<file path="config.mk">
export PLATFORM = sky130hd
export DESIGN_NAME = fetch_stage
export DESIGN_NICKNAME = d
export VERILOG_FILES = /design/src/rtl/wisc_pkg.sv /design/src/rtl/fetch_skid.sv /design/src/rtl/fetch_stage.sv
export SDC_FILE = /design/constraint.sdc
export NUM_CORES = 1
export LEC_CHECK = 0
export ABC_AREA = 1
export BUFFER_PORTS_ARGS = -buffer_cell sky130_fd_sc_hd__buf_2
export CORE_MARGIN = 2
export CORE_UTILIZATION = 50
export DETAILED_ROUTE_END_ITERATION = 7
export GPL_TIMING_DRIVEN = 0
export PLACE_DENSITY = 0.77
export SETUP_SLACK_MARGIN = 0.02
export SYNTH_ARGS = -nofsm -noshare
export SYNTH_HDL_FRONTEND = slang
export SYNTH_SLANG_ARGS = --single-unit
</file>
<file path="constraint.sdc">
create_clock -name clk -period 3.9 [get_ports clk]
set_input_delay 0.195 -clock clk [delete_from_list [all_inputs] [get_ports clk]]
set_output_delay 0.195 -clock clk [all_outputs]
set_load 0.005 [all_outputs]
</file>
<file path="src/rtl/wisc_pkg.sv">
// wisc_pkg: shared types and constants for the WISC-S25 front end.
//   PC_W / INSTR_W : program counter and instruction widths
//   OPC_HLT        : opcode field value of the halt instruction
//   fetch_state_t  : fetch stage control states
package wisc_pkg;

  localparam int PC_W    = 16;
  localparam int INSTR_W = 16;

  localparam logic [3:0] OPC_HLT = 4'hF;

  typedef enum logic {
    RUN    = 1'b0,
    HALTED = 1'b1
  } fetch_state_t;

endpackage

</file>
<file path="src/rtl/fetch_skid.sv">
// fetch_skid: single-entry hold buffer for an instruction returned while
// decode is stalled.
//   clk, rst     : clock, asynchronous active-high reset
//   capture_i    : load instr_i / pc_i and mark the entry valid
//   clear_i      : entry was delivered, drop it
//   flush_i      : redirect, drop it (wins over capture)
//   instr_i/pc_i : data to capture
//   valid_o, instr_o, pc_o : current entry
module fetch_skid
  import wisc_pkg::*;
(
  input  logic               clk,
  input  logic               rst,
  input  logic               capture_i,
  input  logic               clear_i,
  input  logic               flush_i,
  input  logic [INSTR_W-1:0] instr_i,
  input  logic [PC_W-1:0]    pc_i,
  output logic               valid_o,
  output logic [INSTR_W-1:0] instr_o,
  output logic [PC_W-1:0]    pc_o
);

  logic               valid_q, valid_d;
  logic [INSTR_W-1:0] instr_q, instr_d;
  logic [PC_W-1:0]    pc_q, pc_d;

  always_comb begin
    valid_d = valid_q;
    instr_d = instr_q;
    pc_d    = pc_q;
    if (flush_i || clear_i) begin
      valid_d = 1'b0;
    end else if (capture_i) begin
      valid_d = 1'b1;
      instr_d = instr_i;
      pc_d    = pc_i;
    end
  end

  always_ff @(posedge clk or posedge rst) begin
    if (rst) begin
      valid_q <= 1'b0;
      instr_q <= '0;
      pc_q    <= '0;
    end else begin
      valid_q <= valid_d;
      instr_q <= instr_d;
      pc_q    <= pc_d;
    end
  end

  assign valid_o = valid_q;
  assign instr_o = instr_q;
  assign pc_o    = pc_q;

endmodule

</file>
<file path="src/rtl/fetch_stage.sv">
// fetch_stage: instruction fetch for the WISC-S25 core. Owns the PC, reads a
// 1-cycle-latency synchronous instruction memory, holds one instruction across
// decode stalls, takes branch redirects and stops after delivering a HLT.
//   clk, rst                  : clock, asynchronous active-high reset
//   stall_i                   : decode cannot accept this cycle
//   redirect_i, redirect_pc_i : taken branch and its target (bit 0 ignored)
//   imem_rd_en_o, imem_addr_o : memory read request
//   imem_data_i               : read data, one cycle after the request
//   instr_valid_o, instr_o, pc_o, pc_plus2_o : instruction to decode
//   halted_o                  : fetch has stopped on a HLT
// Optional build macro FETCH_PERF_EN adds fetch_count_o (deliveries) and
// flush_count_o (redirects that dropped a valid entry), both saturating.
//
// state  | meaning
// RUN    | issuing one request per non-stalled cycle
// HALTED | HLT delivered; no requests until a redirect
module fetch_stage
  import wisc_pkg::*;
#(
  parameter logic [PC_W-1:0] PC_RESET = 16'h0000
) (
  input  logic               clk,
  input  logic               rst,
  input  logic               stall_i,
  input  logic               redirect_i,
  input  logic [PC_W-1:0]    redirect_pc_i,
  output logic               imem_rd_en_o,
  output logic [PC_W-1:0]    imem_addr_o,
  input  logic [INSTR_W-1:0] imem_data_i,
  output logic               instr_valid_o,
  output logic [INSTR_W-1:0] instr_o,
  output logic [PC_W-1:0]    pc_o,
  output logic [PC_W-1:0]    pc_plus2_o,
  output logic               halted_o
`ifdef FETCH_PERF_EN
  ,
  output logic [31:0]        fetch_count_o,
  output logic [15:0]        flush_count_o
`endif
);

  fetch_state_t       state_q, state_d;
  logic [PC_W-1:0]    pc_q, pc_d;
  logic               resp_valid_q, resp_valid_d;
  logic [PC_W-1:0]    resp_pc_q, resp_pc_d;

  logic               hold_valid;
  logic [INSTR_W-1:0] hold_instr;
  logic [PC_W-1:0]    hold_pc;

  logic               deliver, halt_hit, issue, capture;
  logic [PC_W-1:0]    fetch_addr;

  fetch_skid u_skid (
    .clk       (clk),
    .rst       (rst),
    .capture_i (capture),
    .clear_i   (deliver),
    .flush_i   (redirect_i),
    .instr_i   (imem_data_i),
    .pc_i      (resp_pc_q),
    .valid_o   (hold_valid),
    .instr_o   (hold_instr),
    .pc_o      (hold_pc)
  );

  always_comb begin
    instr_valid_o = hold_valid | resp_valid_q;
    instr_o       = '0;
    pc_o          = '0;
    if (hold_valid) begin
      instr_o = hold_instr;
      pc_o    = hold_pc;
    end else if (resp_valid_q) begin
      instr_o = imem_data_i;
      pc_o    = resp_pc_q;
    end
    pc_plus2_o = pc_o + PC_W'(2);

    // A redirect discards whatever is on the output, so it is never delivered
    // and cannot trigger a halt.
    deliver  = instr_valid_o & ~stall_i & ~redirect_i;
    halt_hit = deliver & (instr_o[INSTR_W-1:INSTR_W-4] == OPC_HLT);
    capture  = resp_valid_q & stall_i & ~redirect_i;

    issue = ((state_q == RUN) | redirect_i) & (~stall_i | redirect_i) & ~halt_hit & ~rst;
    fetch_addr = redirect_i ? (redirect_pc_i & ~PC_W'(1)) : pc_q;

    imem_rd_en_o = issue;
    imem_addr_o  = fetch_addr;

    pc_d         = pc_q;
    resp_valid_d = issue;
    resp_pc_d    = resp_pc_q;
    if (issue) begin
      pc_d      = fetch_addr + PC_W'(2);
      resp_pc_d = fetch_addr;
    end

    state_d = state_q;
    if (redirect_i) begin
      state_d = RUN;
    end else if (halt_hit) begin
      state_d = HALTED;
    end

    halted_o = (state_q == HALTED);
  end

  always_ff @(posedge clk or posedge rst) begin
    if (rst) begin
      state_q      <= RUN;
      pc_q         <= PC_RESET;
      resp_valid_q <= 1'b0;
      resp_pc_q    <= '0;
    end else begin
      state_q      <= state_d;
      pc_q         <= pc_d;
      resp_valid_q <= resp_valid_d;
      resp_pc_q    <= resp_pc_d;
    end
  end

`ifdef FETCH_PERF_EN
  logic [31:0] fetch_count_q, fetch_count_d;
  logic [15:0] flush_count_q, flush_count_d;

  always_comb begin
    fetch_count_d = fetch_count_q;
    flush_count_d = flush_count_q;
    if (deliver && (fetch_count_q != '1)) begin
      fetch_count_d = fetch_count_q + 32'd1;
    end
    if (redirect_i && instr_valid_o && (flush_count_q != '1)) begin
      flush_count_d = flush_count_q + 16'd1;
    end
  end

  always_ff @(posedge clk or posedge rst) begin
    if (rst) begin
      fetch_count_q <= '0;
      flush_count_q <= '0;
    end else begin
      fetch_count_q <= fetch_count_d;
      flush_count_q <= flush_count_d;
    end
  end

  assign fetch_count_o = fetch_count_q;
  assign flush_count_o = flush_count_q;
`endif

endmodule

</file>
==> results.cfg, run 1 <==
[synthesis]
syn-instance-count = 524
postSynth.asyncResetShare_pct = 100
synthFlopType = sky130_fd_sc_hd__dfrtp_1
synth_fp_nets = 562
synth-edff-count = 0
synth_area_per_cell_um2 = 7.19
synth_cell_types = 33
mappedNetlistArea_um2 = 3770
synth-warning-count = 0
seq_area_frac_synth_pct = 43.9
ys_seq_elements = 66

[route]
detail_route.drc_violations = 0
drt.antenna.violating_nets = 0
routed_via_density = 5.01
drtPass1Iterations = 5
route.vias.total = 3699
drt_iter0_drc = 202
postRouteWirelength_mm = 9.53
wl_per_cell_um = 12.9

[grt]
vias_in_the_first_global_route = 3446
grt_first_pass_wirelength_mm = 16.0
grt_start_max_net_pins = 68
globalRouteTotalUtil_pct = 23.7
antenna_found_initial = 0
grt_overflow_total = 0

[floorplan]
io_pins = 103
die_x_um = 90.8
core.rowCount = 31
initial_utilization_pct = 51.6
die-height_um = 90.8
design.core.area_um2 = 7290
die_outline_area_um2 = 8240

[power]
total_leakage_power_nw = 2.49
irDropWorstVdd_v = 0.000238
power.density_nw_per_um2 = 403

[worst_setup_path]
timing_worst_setup_path_type = reg -> out
timing.critical_path.slowest_cell_delay_ns = 0.37
worst_reg2reg_path_startpoint = u_skid.valid_o
cpLargestDelayFamily = buffers and inverters
worst_setup_path_end_kind = primary output
reg_to_reg_slack_setup_ns = 1.98
ff2ff_path_depth = 10
start_kind = flip-flop
critPathRequiredTime_ns = 3.70
crit-reg2reg-capture = pc_q[14]
timing.critical_path.cells = buf_2 -> clkinv_2 -> nand2_4 -> buf_6 -> o21ai_2 -> ha_1 -> inv_1 -> a21oi_1 -> nand3_1 -> inv_1 -> nand2_1 -> nand2_1 -> nand2_1 -> buf_2
startpoint = u_skid.valid_o
critPathBufInv = 6
worstSetupPathDepth = 14
cp.arrival_ns = 2.55
critical-path-slowest-cell = sky130_fd_sc_hd__dfrtp_1
critPathMaxFanout = 10
crit_path_end = pc_plus2_o[11]
path_common_cell = sky130_fd_sc_hd__nand2_1

[placed_design]
place_ws_ns = 1.54
hpwl_mm = 7.16
io_buffer_count = 100
place.gp.congestion = 0.901

[sta]
report.final.hold_viol_count = 1
worst_clock_skew_ns = 0.00995
worst_slew_pin_slew_ns = 0.814
finalHoldWorstSlack_ns = -0.00307
unrepaired_setup_endpoints_after_global_routing = false
maximum_clock_frequency_mhz = 364
layout_setup_ws_ns = 1.15
setup_total_negative_slack_ns = 0
finalSetupViolCount = 0
timing.final.max_slew_violations = 0
period_minus_slack_ns = 2.75
final_worst_path_cycle_share_pct = 70.5
slew-limit-headroom_pct = 45.7

[final_layout]
num-fill-cells = 696
syn2layout_area_growth_pct = 21.8
antenna-diode-count = 0
final_core_utilization_pct = 62.9
ratio_of_cells_with_drive_above_1_in_the_final_layout_pct = 23.8
finalNetCount = 673

[clock_network]
clockRootBuffer = sky130_fd_sc_hd__clkbuf_8
clock_tree.htree_level_count = 3
clk_pin_slew_ns = 0.08
post_cts.repair.setup_buffers = 0
clock_sinks = 66
tritoncts = yes
post_cts.resized_instances = 0
clk-insertion-delay-late_ns = 0.35
cts_inserted_buffers = 9
cts-root-to-sink-buffers = 2
cts.hold.buffers_added = 0

[worst_hold_path]
min-delay-path-class = in -> async

[run_status]
status = complete, but fails checks
failed_checks = hold timing

[job]
maxCapViolCount = 0
[layer usage]
| layer | track usage (%) | wire length [um] | up-vias |
|---|---|---|---|
| met2 | 39.0 | 4470 | 127 |
| met4 | 7.83 | 145 | 0 |
| met5 | 0 | 0 | - |
| met1 | 31.7 | 4340 | 1695 |
| li1 | - | - | 1865 |
| met3 | 4.59 | 574 | 12 |
[cell usage after synthesis, types with 5 or more instances]
cell                         n  area, um^2
sky130_fd_sc_hd__nand2_1   211         792
sky130_fd_sc_hd__nor2_1     29         109
sky130_fd_sc_hd__o21ai_2     8        70.1
sky130_fd_sc_hd__buf_2       5        25.0
sky130_fd_sc_hd__xnor2_1     6        52.6
sky130_fd_sc_hd__nand3_1    17        85.1
sky130_fd_sc_hd__inv_1      58         218
sky130_fd_sc_hd__dfrtp_1    66        1650
sky130_fd_sc_hd__buf_4       5        37.5
sky130_fd_sc_hd__xor2_1      7        61.3
sky130_fd_sc_hd__o21ai_0    59         295
sky130_fd_sc_hd__clkbuf_1    7        26.3
sky130_fd_sc_hd__o21ai_1     6        30.0
sky130_fd_sc_hd__a21oi_1     5        25.0
sky130_fd_sc_hd__nand4_1     9        56.3
[kinds of logic (layout without fill, tap and decap cells)]
logic type / after synthesis / in the layout / share of synthesized area, %
compound gates: 84 / 84 / 12.9
xor+xnor: 13 / 13 / 3.02
fa+ha+maj: 2 / 2 / 0.664
buf+inv: 82 / 198 / 9.34
flops: 66 / 66 / 43.9
mux: 2 / 2 / 0.598
simple gates: 275 / 275 / 29.7
[registers in the layout, indices dropped and copies added (netlist names)]
name and count:
halted_o 1, resp_pc_q 15, resp_valid_q 1, u_skid.instr_o 16, pc_q 16, u_skid.pc_o 16
u_skid.valid_o 1
[cell usage in the layout, fill, tap and decap left out, drive strengths merged, types with 2 or more instances in the layout]
cell and n:
dfrtp 66, ha 2, xor2 7, o31ai 2
nand2 212, mux2 2, clkbuf 16, inv 60
o21ai 75, a21oi 6, xnor2 6, nor2 32
nand3 19, clkinv 6, buf 114, nand4 9
[power by group]
part | internal, W | leakage (nW) | switching, W
clock network | 0.000294 | 0.0990 | 0.000277
logic | 0.000162 | 1.55 | 0.000255
registers | 0.000800 | 0.835 | 0.0000621
total | 0.00126 | 2.49 | 0.000594
[final cells by class]
type                       count  area [um^2]  area share [%]
multi-input combinational    376         1760            38.4
inverter                      61          235            5.13
sequential                    66         1650            36.0
timing repair buffer         100          500            10.9
buffer                        21          119            2.59
tap                           99          124            2.70
clock inverter                 7         70.1            1.53
clock buffer                   9          124            2.70
[worst reg2reg max path: stages, from the launching register on]
cell and delay, ns:
sky130_fd_sc_hd__dfrtp_1 0.33, sky130_fd_sc_hd__buf_2 0.24, sky130_fd_sc_hd__clkinv_2 0.15, sky130_fd_sc_hd__nand2_4 0.14, sky130_fd_sc_hd__o21ai_1 0.11, sky130_fd_sc_hd__nand3_1 0.13, sky130_fd_sc_hd__nand3_2 0.18, sky130_fd_sc_hd__inv_2 0.25
sky130_fd_sc_hd__buf_6 0.18, sky130_fd_sc_hd__nand3_1 0.08, sky130_fd_sc_hd__nand2_1 0.06
[per-stage QoR]
step | hold slack [ns] | total power, W | instance area (um^2) | std cells
detailed placement | 0.415 | 0.00129 | 4390 | 723
global route | 0.0701 | 0.00196 | 4590 | 739
floorplan | 0.354 | 0.00113 | 3770 | 524
finish | -0.00307 | 0.00185 | 4590 | 739
global placement | 0.458 | 0.00127 | 4390 | 723
CTS | 0.0318 | 0.00186 | 4590 | 739
[worst min-delay path by stage]
| stage | startpoint | depth (start not counted) | slack [ns] | endpoint |
|---|---|---|---|---|
| 2_1_floorplan | imem_data_i[12] | 2 | 0.35 | u_skid.instr_o[12] |
| 3_3_place_gp | pc_q[15] | 2 | 0.46 | pc_q[15] |
| 3_5_place_dp | rst | 2 | 0.42 | pc_q[9] |
| 4_1_cts | rst | 2 | 0.03 | pc_q[9] |
| 5_1_grt | rst | 2 | 0.07 | u_skid.instr_o[15] |
| 6_report | rst | 2 | -0.003 | u_skid.instr_o[15] |
No activity file was read; power rests on OpenSTA's default activity.
==> inputs of run 2 (changes only) <==
ABC_AREA = 0   (was 1)
clock period = 2.65 ns   (was 3.9 ns; I/O delays follow)
==> run 2 against run 1 <==
Compared with the run above:
- the flow finishes with violations (setup timing)
- clock power increased by 77%
- register-to-register slack got worse by 1.6 ns
- hold slack gained 0.025 ns
- core utilization up 5.4 points
- critical endpoint is now pc_plus2_o[15]
==> results.cfg, run 2 <==
[synthesis]
synth_top_cells_by_count = sky130_fd_sc_hd__nand2_1, sky130_fd_sc_hd__dfrtp_1, sky130_fd_sc_hd__mux2_2, sky130_fd_sc_hd__o21ai_1, sky130_fd_sc_hd__inv_1
synth_cell_types = 39
ys_seq_elements = 66
synth_top_area_share_pct = 44.2
postSynth.asyncResetShare_pct = 100
seq_area_frac_synth_pct = 44.2
synthFlopType = sky130_fd_sc_hd__dfrtp_1
mappedNetlistArea_um2 = 3740
post_synth_and_or_nand_nor_area_fraction_pct = 19.5
synth_fp_nets = 451
synth_top_cells_by_area = sky130_fd_sc_hd__dfrtp_1, sky130_fd_sc_hd__mux2_2, sky130_fd_sc_hd__nand2_1
synth_compound_gate_area_share_pct = 11.0
largest_family_of_logic_cells_by_synthesized_area = simple AND/OR/NAND/NOR gates
syn-instance-count = 413
yosysMostFrequentCell = sky130_fd_sc_hd__nand2_1
synth-edff-count = 0
synth_area_per_cell_um2 = 9.05
synth-warning-count = 0
synthMuxAreaShare_pct = 13.2
yosys.area_share.xor_xnor_pct = 5.86
synth-adder-area-share_pct = 0.670
synth_area_leader_cell = sky130_fd_sc_hd__dfrtp_1

[route]
drt.antenna.violating_nets = 0
routed_via_density = 5.42
wl_per_cell_um = 15.5
postRouteWirelength_mm = 10.0
drtPass1Iterations = 5
drt_iter0_drc = 216
route.vias.total = 3509
detail_route.drc_violations = 0

[grt]
grt_overflow_total = 0
grt_first_pass_wirelength_mm = 16.7
antenna_found_initial = 0
vias_in_the_first_global_route = 3379
grt_start_max_net_pins = 43
globalRouteTotalUtil_pct = 25.5

[floorplan]
io_pins = 103
die_outline_area_um2 = 8180
die-height_um = 90.4
initial_utilization_pct = 51.5
design.core.area_um2 = 7250
die_x_um = 90.4
core.rowCount = 31

[sta]
worst_slew_pin_slew_ns = 0.776
slew-limit-headroom_pct = 48.2
worst_clock_skew_ns = 0.00802
timing.final.max_slew_violations = 0
unrepaired_setup_endpoints_after_global_routing = true
period_minus_slack_ns = 2.78
finalSetupViolCount = 2
layout_setup_ws_ns = -0.125
report.final.hold_viol_count = 0
maximum_clock_frequency_mhz = 360
final_worst_path_cycle_share_pct = 105

[clock_network]
clock_tree.htree_level_count = 3
cts-root-to-sink-buffers = 2
clock_sinks = 66
cts_inserted_buffers = 9
tritoncts = yes
clk-insertion-delay-late_ns = 0.36
clockRootBuffer = sky130_fd_sc_hd__clkbuf_8
clk_pin_slew_ns = 0.07

[worst_setup_path]
critical-path-slowest-cell = sky130_fd_sc_hd__dfrtp_1
timing_worst_setup_path_type = reg -> out
worst_setup_path_end_kind = primary output
timing.critical_path.slowest_cell_delay_ns = 0.37
cp.arrival_ns = 2.64
critPathMaxFanout = 4
timing.critical_path.cells = buf_6 -> buf_8 -> buf_12 -> clkbuf_16 -> o21ai_4 -> ha_4 -> inv_2 -> a221oi_4 -> nand4_1 -> nor4_2 -> xor2_1 -> buf_2
critPathRequiredTime_ns = 2.52
start_kind = flip-flop

[final_layout]
most_common_library_cell_in_the_layout_ignoring_fill_and_taps = sky130_fd_sc_hd__buf_2
num-fill-cells = 592
finalNetCount = 581
antenna-diode-count = 0
syn2layout_area_growth_pct = 32.7
ratio_of_cells_with_drive_above_1_in_the_final_layout_pct = 36.7
final_cell_mix = sky130_fd_sc_hd__buf_2, sky130_fd_sc_hd__nand2_1, sky130_fd_sc_hd__dfrtp_1, sky130_fd_sc_hd__mux2_2, sky130_fd_sc_hd__o21ai_1

[run_status]
failed_checks = setup timing
status = complete, but fails checks

[power]
total_leakage_power_nw = 2.46
power.density_nw_per_um2 = 625
irDropWorstVdd_v = 0.000372
fin_total_pwr_w = 0.00310

[worst_hold_path]
min-delay-path-class = in -> reg

[job]
maxCapViolCount = 0

[placed_design]
io_buffer_count = 101
hpwl_mm = 7.12
place.gp.congestion = 0.878
place_ws_ns = -0.675
run 2: cell types whose count changed in the layout (fill, tap and decap cells not counted), moves of 6 or more:
| cell | previous run | this run |
|---|---|---|
| sky130_fd_sc_hd__xnor2_1 | 6 | 18 |
| sky130_fd_sc_hd__o21ai_1 | 6 | 30 |
| sky130_fd_sc_hd__nor2_1 | 29 | 13 |
| sky130_fd_sc_hd__buf_4 | 5 | 18 |
| sky130_fd_sc_hd__nand3_1 | 17 | 11 |
| sky130_fd_sc_hd__nand2_1 | 211 | 96 |
| sky130_fd_sc_hd__nand4b_1 | 0 | 7 |
| sky130_fd_sc_hd__nand3b_1 | 1 | 10 |
| sky130_fd_sc_hd__mux2_2 | 2 | 34 |
| sky130_fd_sc_hd__o21ai_0 | 59 | 16 |
| sky130_fd_sc_hd__mux2i_1 | 0 | 11 |
| sky130_fd_sc_hd__inv_1 | 57 | 18 |
| sky130_fd_sc_hd__o21ai_2 | 8 | 1 |
run 2: kinds of logic after synthesis:
logic type / count (synthesis)
adder cells (fa/ha/maj): 2
AO/OA/AOI/OAI: 71
XOR/XNOR: 25
buffers and inverters: 47
flip-flops: 66
multiplexers: 45
AND/OR/NAND/NOR: 157
run 2: final timing paths:
| path | startpoint | end | slack, ns | cells past startpoint |
|---|---|---|---|---|
| setup / recovery | u_skid.valid_o | pc_plus2_o[15] | -0.13 | 12 |
| hold / removal | imem_data_i[0] | u_skid.instr_o[0] | 0.02 | 2 |
| setup reg to reg | u_skid.valid_o | pc_q[4] | 0.41 | 9 |
| hold reg to reg | pc_q[14] | pc_q[14] | 0.50 | 2 |
| max in group asynchronous | rst | u_skid.instr_o[5] | 2.03 | 4 |
| min in group asynchronous | rst | pc_q[4] | 0.38 | 4 |
run 2: final cells by class:
cell class / count / area [um^2] / share of cell area, %
tap: 99 / 124 / 2.50
clock inverter: 4 / 72.6 / 1.46
buffer: 24 / 215 / 4.34
clock buffer: 12 / 165 / 3.33
sequential: 66 / 1650 / 33.3
inverter: 21 / 82.6 / 1.67
timing repair buffer: 121 / 683 / 13.8
multi-input combinational: 300 / 1960 / 39.6
run 2: stage by stage:
| stage | instances | hold WS (ns) | TNS (ns) | instance area [um^2] | util (%) |
|---|---|---|---|---|---|
| finish | 647 | 0.0218 | -0.241 | 4960 | 68.3 |
| global route | 647 | 0.0186 | -0.692 | 4960 | 68.3 |
| CTS | 646 | 0.0178 | -0.0490 | 4890 | 67.4 |
| detailed placement | 614 | 0.243 | -3.73 | 4390 | 60.6 |
| global placement | 613 | 0.382 | -9.95 | 4370 | 60.3 |
| floorplan | 413 | 0.264 | -0.0118 | 3740 | - |
run 2: critical path, delay by kind of cell (launching register included):
kind / cells / cell delay (ns)
AOI/OAI and AO/OA: 2 / 0.38
xor gates and xnor gates: 1 / 0.16
adders and majority gates: 1 / 0.15
buffers and inverters: 6 / 0.67
DFF: 1 / 0.37
and+or+nand+nor: 2 / 0.55
run 2: timing repair:
action | CTS | global route
gates resized for setup | 28 | 11
setup buffers | 16 | 1
hold endpoints to repair | 26 | 0
endpoints found under the setup margin | 10 | 14
pin swaps | 6 | 5
hold buffers | 2 | 0
run 2: layer usage:
metal / global-route usage, % / vias up / share of wire [%]
met5: 0 / - / 0
met1: 34.7 / 1684 / 46
met4: 7.05 / 0 / 1.4
met2: 41.5 / 146 / 46
li1: - / 1667 / -
met3: 5.26 / 12 / 6.5
run 2: power by group:
group	total [W]	switching, W	internal (W)
sequential	0.00136	0.000148	0.00121
combinational	0.000728	0.000369	0.000358
clock	0.00101	0.000406	0.000605
